===== config.mk =====
export PLATFORM = sky130hd
export DESIGN_NAME = instruction_fetch_controller
export DESIGN_NICKNAME = d
export VERILOG_FILES = /design/src/rtl/instruction_fetch_controller_pkg.sv /design/src/rtl/instruction_fetch_controller_fetch_fifo.sv /design/src/rtl/instruction_fetch_controller.sv
export SDC_FILE = /design/constraint.sdc
export NUM_CORES = 1
export LEC_CHECK = 0
export ABC_AREA = 1
export CORE_ASPECT_RATIO = 0.5
export CORE_MARGIN = 10
export CORE_UTILIZATION = 40
export DETAILED_ROUTE_END_ITERATION = 7
export GPL_ROUTABILITY_DRIVEN = 0
export PLACE_DENSITY_LB_ADDON = 0.08
export SLEW_MARGIN = 20
export SYNTH_ARGS = -nofsm -noshare
export SYNTH_HDL_FRONTEND = slang
export SYNTH_HIERARCHICAL = 1
export SYNTH_SLANG_ARGS = --single-unit
export TNS_END_PERCENT = 1

===== constraint.sdc =====
create_clock -name clk -period 7.5 [get_ports clk]
set_input_delay 2.25 -clock clk [delete_from_list [all_inputs] [get_ports clk]]
set_output_delay 2.25 -clock clk [all_outputs]
set_load 0.01 [all_outputs]

===== src/rtl/instruction_fetch_controller_pkg.sv =====
// instruction_fetch_controller_pkg: shared fetch FSM encoding and default reset vector
package instruction_fetch_controller_pkg;
  localparam logic [31:0] DEFAULT_RESET_PC = 32'h0000_0000;
  typedef enum logic [1:0] {
    WARMUP = 2'd0,
    FETCH  = 2'd1,
    HALTED = 2'd2
  } state_t;
endpackage


===== src/rtl/instruction_fetch_controller_fetch_fifo.sv =====
// fetch_fifo: in-order fetch buffer with flush, head reads zero while empty
module fetch_fifo #(
  parameter int WIDTH = 64,
  parameter int DEPTH = 2,
  localparam int AW = $clog2(DEPTH)
) (
  input  logic             clk,
  input  logic             reset,
  input  logic             push,
  input  logic             pop,
  input  logic             flush,
  input  logic [WIDTH-1:0] din,
  output logic [WIDTH-1:0] dout,
  output logic [AW:0]      count,
  output logic             full
);
  localparam logic [AW:0] FULL_COUNT = (AW + 1)'(DEPTH);
  logic [WIDTH-1:0] mem [DEPTH];
  logic [AW-1:0] head, tail;
  logic do_pop, do_push;
  assign do_pop = pop && count != '0 && !flush;
  assign do_push = push && (count != FULL_COUNT || do_pop) && !flush;
  assign full = count == FULL_COUNT;
  assign dout = count != '0 ? mem[head] : '0;
  always_ff @(posedge clk or posedge reset) begin
    if (reset) begin
      head <= '0;
      tail <= '0;
      count <= '0;
    end else if (flush) begin
      head <= '0;
      tail <= '0;
      count <= '0;
    end else begin
      if (do_push) tail <= tail + AW'(1);
      if (do_pop) head <= head + AW'(1);
      count <= count + (AW + 1)'(do_push) - (AW + 1)'(do_pop);
    end
  end
  always_ff @(posedge clk) begin
    if (do_push) mem[tail] <= din;
  end
endmodule


===== src/rtl/instruction_fetch_controller.sv =====
// instruction_fetch_controller: pc sequencing, redirect/halt FSM and fetch buffer for decode
module instruction_fetch_controller
  import instruction_fetch_controller_pkg::*;
#(
  parameter logic [31:0] RESET_PC = DEFAULT_RESET_PC,
  parameter int FIFO_DEPTH = 2
) (
  input  logic        clk,
  input  logic        reset,
  output logic [31:0] imem_addr,
  input  logic [31:0] imem_data,
  input  logic        redirect_valid,
  input  logic [31:0] redirect_pc,
  input  logic        halt,
  output logic        out_valid,
  input  logic        out_ready,
  output logic [31:0] out_instr,
  output logic [31:0] out_pc,
  output logic        halted
);
  state_t state, state_nxt;
  logic [31:0] pc, pc_nxt;
  logic push, pop, flush, full;
  logic [$clog2(FIFO_DEPTH):0] count;
  always_ff @(posedge clk or posedge reset) begin
    if (reset) begin
      state <= WARMUP;
      pc <= RESET_PC;
    end else begin
      state <= state_nxt;
      pc <= pc_nxt;
    end
  end
  always_comb begin
    pop = out_valid && out_ready;
    flush = redirect_valid && state != WARMUP;
    push = state == FETCH && !redirect_valid && !halt && (!full || pop);
    pc_nxt = redirect_valid ? {redirect_pc[31:2], 2'b00} : push ? pc + 32'd4 : pc;
    state_nxt = (state == WARMUP || redirect_valid) ? FETCH :
                (state == FETCH && halt) ? HALTED : state;
  end
  assign imem_addr = pc;
  assign out_valid = count != '0;
  assign halted = state == HALTED;
  fetch_fifo #(
    .WIDTH(64),
    .DEPTH(FIFO_DEPTH)
  ) u_fifo (
    .clk(clk),
    .reset(reset),
    .push(push),
    .pop(pop),
    .flush(flush),
    .din({pc, imem_data}),
    .dout({out_pc, out_instr}),
    .count(count),
    .full(full)
  );
endmodule

Word level (Yosys, flattened, before mapping)
Memories as Yosys holds them, arrays and structs flattened. Index checks and enable logic that the tools add are counted.

Bits of input ports: 69. Memories kept: 1. RAM bits: 128. Register bits: 38.

Add/subtract/negate cells: 5. Reduce and logical (&&, ||, !) cells: 24. Eq/ne operators: 4. Mux-type cells: 12.

Memory list: u_fifo.mem (words 2, bits a word 64, rd ports 1, clocked after memory_dff 0, write ports 1, line instruction_fetch_controller_fetch_fifo.sv:18) `logic [WIDTH-1:0] mem [DEPTH];`.

Operator list (number): 32-bit two-way mux (2); 64-bit two-way mux (1); 32-bit by 3-bit adder with 32-bit output, second input constant (1); 2-bit nonzero test (6); 1-bit logical AND (10); 1-bit two-way mux (6); 2-bit two-way mux (3); 2-bit equality test, second input constant (2); 1-bit zero test (4); 1-bit logical OR (3); 1-bit adder, second input constant (2); 2-bit by 1-bit adder with 2-bit output (1); 2-bit by 1-bit equality test with 1-bit output, second input constant (1); 2-bit zero test (1); 2-bit != test, second input constant (1); 2-bit by 1-bit subtractor with 2-bit output (1).

Longest topological paths before layout
Depth in word-level cells: 10. Gate-level depth with buffers: 13. Depth with buffers taken out: 12.

Hierarchy
Netlist, hierarchy kept.

By module, submodules not included: fetch_fifo (area each 5111.2 um^2, instances 1, cells each 376); instruction_fetch_controller (area each 2514.9 um^2, instances 1, cells each 400).

Worst setup path after synthesis
Ideal clock, no wire load.

Kind: input -> register. Start point: input port redirect_valid. End point: memory u_fifo.mem[1][0], enable pin. Arrival: 5.904 ns. Setup time: 0.486 ns. Path slack: 1.110 ns. Path buffers: 2. Stages: 9. Cell sequence: buf_6 -> inv_6 -> clkbuf_1 -> nor2_1 -> inv_1 -> nand3_2 -> nand2_2 -> nand3_1 -> nor2_1.

Cells in the longest elaborated chain, start to end: 8.

RTL lines: from (decl) (line instruction_fetch_controller.sv:12) `input logic redirect_valid,`; 1-bit logical AND * (line instruction_fetch_controller.sv:36) `flush = redirect_valid && state != WARMUP;`; named net flush (line instruction_fetch_controller.sv:23) `logic push, pop, flush, full;`; 1-bit zero test * (line instruction_fetch_controller_fetch_fifo.sv:21, instruction_fetch_controller_fetch_fifo.sv:22); 1-bit logical AND (line instruction_fetch_controller_fetch_fifo.sv:21) `assign do_pop = pop && count != '0 && !flush;`; 1-bit logical OR (line instruction_fetch_controller_fetch_fifo.sv:22) `assign do_push = push && (count != FULL_COUNT || do_pop) && !flush;`; 1-bit logical AND (line instruction_fetch_controller_fetch_fifo.sv:22); 1-bit logical AND * (line instruction_fetch_controller_fetch_fifo.sv:22); 1-bit two-way mux * (line instruction_fetch_controller_fetch_fifo.sv:41) `if (do_push) mem[tail] <= din;`; 1-bit two-way mux (implied by the code) * (line instruction_fetch_controller_fetch_fifo.sv:41); to (decl) (line instruction_fetch_controller_fetch_fifo.sv:18).

The timed path passes the listed nets; every way through them passes the cells marked *.

Final worst setup path
Start point: input port redirect_valid. End point: memory u_fifo.mem[1][47], enable pin.

Cells in the longest elaborated chain, start to end: 8.

RTL lines (line): 1-bit zero test or 1-bit logical AND (tied branches) (instruction_fetch_controller.sv:37, instruction_fetch_controller.sv:36); 1-bit logical AND or 1-bit zero test (tied branches) (instruction_fetch_controller.sv:37, instruction_fetch_controller_fetch_fifo.sv:21, instruction_fetch_controller_fetch_fifo.sv:22); 1-bit logical AND, on equally long branches (instruction_fetch_controller.sv:37, instruction_fetch_controller_fetch_fifo.sv:21); 1-bit logical AND or 1-bit logical OR (tied branches) (instruction_fetch_controller.sv:37, instruction_fetch_controller_fetch_fifo.sv:22); 1-bit logical AND (instruction_fetch_controller_fetch_fifo.sv:22); 1-bit logical AND * (instruction_fetch_controller_fetch_fifo.sv:22); 1-bit two-way mux * (instruction_fetch_controller_fetch_fifo.sv:41); 1-bit two-way mux (implied by the code) * (instruction_fetch_controller_fetch_fifo.sv:41).

Every way passes the cells marked *; elsewhere a longest branch is shown, timed or not.

==> flow_results.org <==
** Run status
- Result of the run :: complete, no violations

** Floorplanning
- Die Area :: 25300 µm²
- IO Count :: 167
- The die is 215 µm wide.
- Die extent in y :: 118 µm
- FP Rows :: 35
- Area of the core :: 18600 µm²
- Effective utilization at floorplan :: 0.411

** CTS
- Count of hold-fix buffers inserted at cts :: 0
- Max clock buf depth :: 2
- Number of H-tree levels :: 4
- CTS tree :: done
- Number of setup buffers added after CTS :: 0
- Clock sink total :: 164
- After clock tree synthesis, the clock-pin slew on the worst setup and hold paths is 0.07 ns.
- In this run, post-CTS repair resized a total of 0 instances.
- Number of buffers created by CTS :: 17
- Clock latency on the worst-skew pair, taken at its later pin, is 0.42 ns.
- Buffer cell driving the clock tree root :: sky130_fd_sc_hd__clkbuf_16

** Timing
- In this run the tightest slew margin relative to its limit is 0.340.
- Transition at the pin with the smallest max-transition slack :: 0.988 ns
- Setup repair after global routing left no endpoint under its margin.
- The number of pins with negative max-slew slack in the final report came to 0.
- The final number of hold-violating endpoints was 0.
- Setup violations remaining at the end of the flow were counted as 0.
- Post-route fraction of the period consumed by the critical path :: 0.681
- Min Clock Period, post-route :: 5.11 ns
- Upper clock frequency limit :: 0.196 GHz
- Between clock sinks in the finished design, the worst skew comes to 0.0100 ns.
- Post-Route Setup TNS :: 0 ns

** Critical path
- In this design, the largest share of critical-path delay is due to buffers and inverters.
- In this run the worst path has a maximum fanout of 33.
- The critical path goes through clkdlybuf4s50_1, buf_4, inv_6, nand3_4, nor2_4, nand2_4, inv_6, nand3_1, nor2_4, buf_4.
- Counting both buffers and inverters, the worst setup path holds a total of 5.
- Kind of end point of the critical path :: flip-flop
- Worst Setup Path Type :: in -> reg
- Crit path launch type :: input port
- Cell with the largest stage delay on the worst path :: sky130_fd_sc_hd__nor2_4
- STA puts the critical path data required time at 7.59 ns.
- For the worst setup path, the data arrival time is 5.20 ns.
- In this design, the stage delay of the slowest critical-path cell is 0.79 ns.
- The worst register-to-register path has a setup slack of 4.39 ns.

** Synth
- Share of synthesized registers carrying an async set or reset :: 0.220
- Total of warnings raised by yosys :: 6
- Synth Flop Type :: sky130_fd_sc_hd__edfxtp_1
- Number of enable-type register cells in the synthesized netlist :: 128
- Synth Register Bits :: 164
- Cell area after technology mapping :: 7630 µm²
- Distinct cells, synth :: 33
- Part of the Yosys area used for sequential elements :: 0.622
- After synthesis, the mean cell area works out to 9.83 µm².
- Synthesis handed over a netlist of 776 instances.

** Final layout
- The repair_antennas step left the layout with diodes totalling 0.
- Final std cells w/o fill :: 1210
- The layout has 1717 filler cells.
- Footprint of the multi-input gates :: 2420 µm²
- Relative to the synthesized area, the layout overhead comes to 30.5%.
- Total number of nets in the final design :: 1010
- Registers take 4750 µm².
- In the final layout, the share of cells above drive strength 1 is 0.0862.

** GRT
- Entering global routing, the biggest net connects 66 pins.
- In the global route stage, overall resource usage came out at 0.160.
- The initial antenna violation count came to 0.
- GR Overflow Total :: 0
- The via count of the first global-routing pass came to 5687.
- The first global-routing pass estimated 32200 µm of wire.

** Power and ir drop
- Total power for the finished layout comes to 0.00223 W.
- For this design the static power due to leakage is 3.83 nW.
- Power density cells :: 224 nW/µm²
- Worst ir drop on vdd :: 0.131 mV

** Route
- The routed layout has 5718 vias.
- In this run the remaining antenna-violating nets after routing total 0.
- Dividing the detail-routed wire length by the instance count gives 16.8 µm.
- Number of iterations in the first detailed-routing pass :: 5
- Violation count after the first detailed-routing iteration :: 544
- After detailed routing, the number of remaining DRC violations is 0.
- In the routed layout, each cell is associated on average with a via count of 4.73.
- Overall routed net length :: 20300 µm

** Placed design
- In this run the tool buffered the top-level ports with 162 buffer cells.
- Once detailed placement completed, the half-perimeter wirelength came to 13800 µm.
- After detailed placement, the design holds a cell count of 1178.

** Run
- The tool flagged a number of max-cap violations equal to 0.

** Min path
- Type of the most critical hold path :: reg -> reg
-- flip-flops by register name, indices dropped and copies added (netlist names) --
| register | cells |
|---|---|
| imem_addr | 30 |
| state | 2 |
| u_fifo/count | 2 |
| u_fifo/head | 1 |
| u_fifo/mem | 128 |
| u_fifo/tail | 1 |
-- power breakdown --
part           total, W  internal [W]  switching [W]  leakage, nW
sequential      0.00110       0.00103      0.0000655         1.60
combinational  0.000329      0.000159       0.000170         1.98
clock          0.000803      0.000427       0.000376        0.255
total           0.00223       0.00162       0.000611         3.83
-- through the flow --
stage,worst slack (ns),util,hold slack [ns],area [µm²]
2_1_floorplan,1.11,-,0.472,7640
3_3_place_gp,1.98,0.507,0.488,9410
3_5_place_dp,1.92,0.507,0.500,9410
4_1_cts,2.37,0.536,0.518,9950
5_1_grt,2.16,0.536,0.555,9950
6_report,2.39,0.536,0.513,9950
-- cells by family (layout without fill, tap and decap cells) --
group | after synthesis | after routing | synth area share
simple gates | 436 | 436 | 0.246
flops | 164 | 164 | 0.622
buf+inv | 93 | 263 | 0.0635
compound gates | 71 | 71 | 0.0533
xor+xnor | 7 | 7 | 0.00804
fa+ha+maj | 3 | 3 | 0.00492
other cells | 1 | 6 | 0.000492
mux | 1 | 1 | 0.00131
-- Yosys cell counts (all sizes together), types with 4 or more instances --
| cell type | n | share of area |
|---|---|---|
| a21oi | 66 | 0.048 |
| and2 | 4 | 0.0033 |
| buf | 28 | 0.030 |
| clkbuf | 4 | 0.0020 |
| dfrtp | 36 | 0.12 |
| edfxtp | 128 | 0.50 |
| inv | 61 | 0.031 |
| nand2 | 304 | 0.15 |
| nand3 | 72 | 0.050 |
| nor2 | 49 | 0.034 |
| o21bai | 4 | 0.0039 |
| xnor2 | 6 | 0.0069 |
-- final cells by class --
cell class / count / share of cell area
well taps: 259 / 0.0326
inverters: 61 / 0.0240
clock buffers: 18 / 0.0431
clock inverters: 14 / 0.0107
multi-input cells: 524 / 0.244
flip-flops and latches: 164 / 0.477
repair buffers: 170 / 0.169
-- routing by layer --
layer	GRT usage	part of all wire	vias up
li1	-	-	2865
met1	0.218	0.47	2698
met2	0.252	0.47	147
met5	0	0	-
met4	0.0354	0.0061	0
met3	0.0395	0.055	8
-- tightest hold or removal path, stage by stage (launching register included) --
cell and delay, ns:
sky130_fd_sc_hd__dfrtp_1 0.37, sky130_fd_sc_hd__nand2_1 0.06, sky130_fd_sc_hd__nand2_1 0.06
-- cells in the final DEF (no fill, tap or decap), drive strengths merged --
cell and instances:
nand2 304, clkdlybuf4s50 162, edfxtp 128, nand3 72, a21oi 66, inv 64
nor2 49, dfrtp 36, clkbuf 18, buf 8, clkinv 8, xnor2 6
conb 6, and2 4, o21bai 4, ha 3, clkinvlp 3, or2 3
nand4 2, nor3 2, mux2i 1, o21ai 1, xor2 1
-- worst paths after layout --
path	startpoint	endpoint	cells past startpoint
min in group asynchronous	reset	u_fifo/count[1]$_DFF_PP0_	2
max reg2reg	u_fifo/count[1]$_DFF_PP0_	u_fifo/mem[1][47]$_DFFE_PP_	9
max	redirect_valid	u_fifo/mem[1][47]$_DFFE_PP_	10
max in group asynchronous	reset	imem_addr[7]$_DFFE_PP0P_	3
min	state[1]$_DFFE_PP0P_	state[0]$_DFFE_PP0P_	2
min reg2reg	state[1]$_DFFE_PP0P_	state[0]$_DFFE_PP0P_	2
No activity file was read; power rests on OpenSTA's default activity.
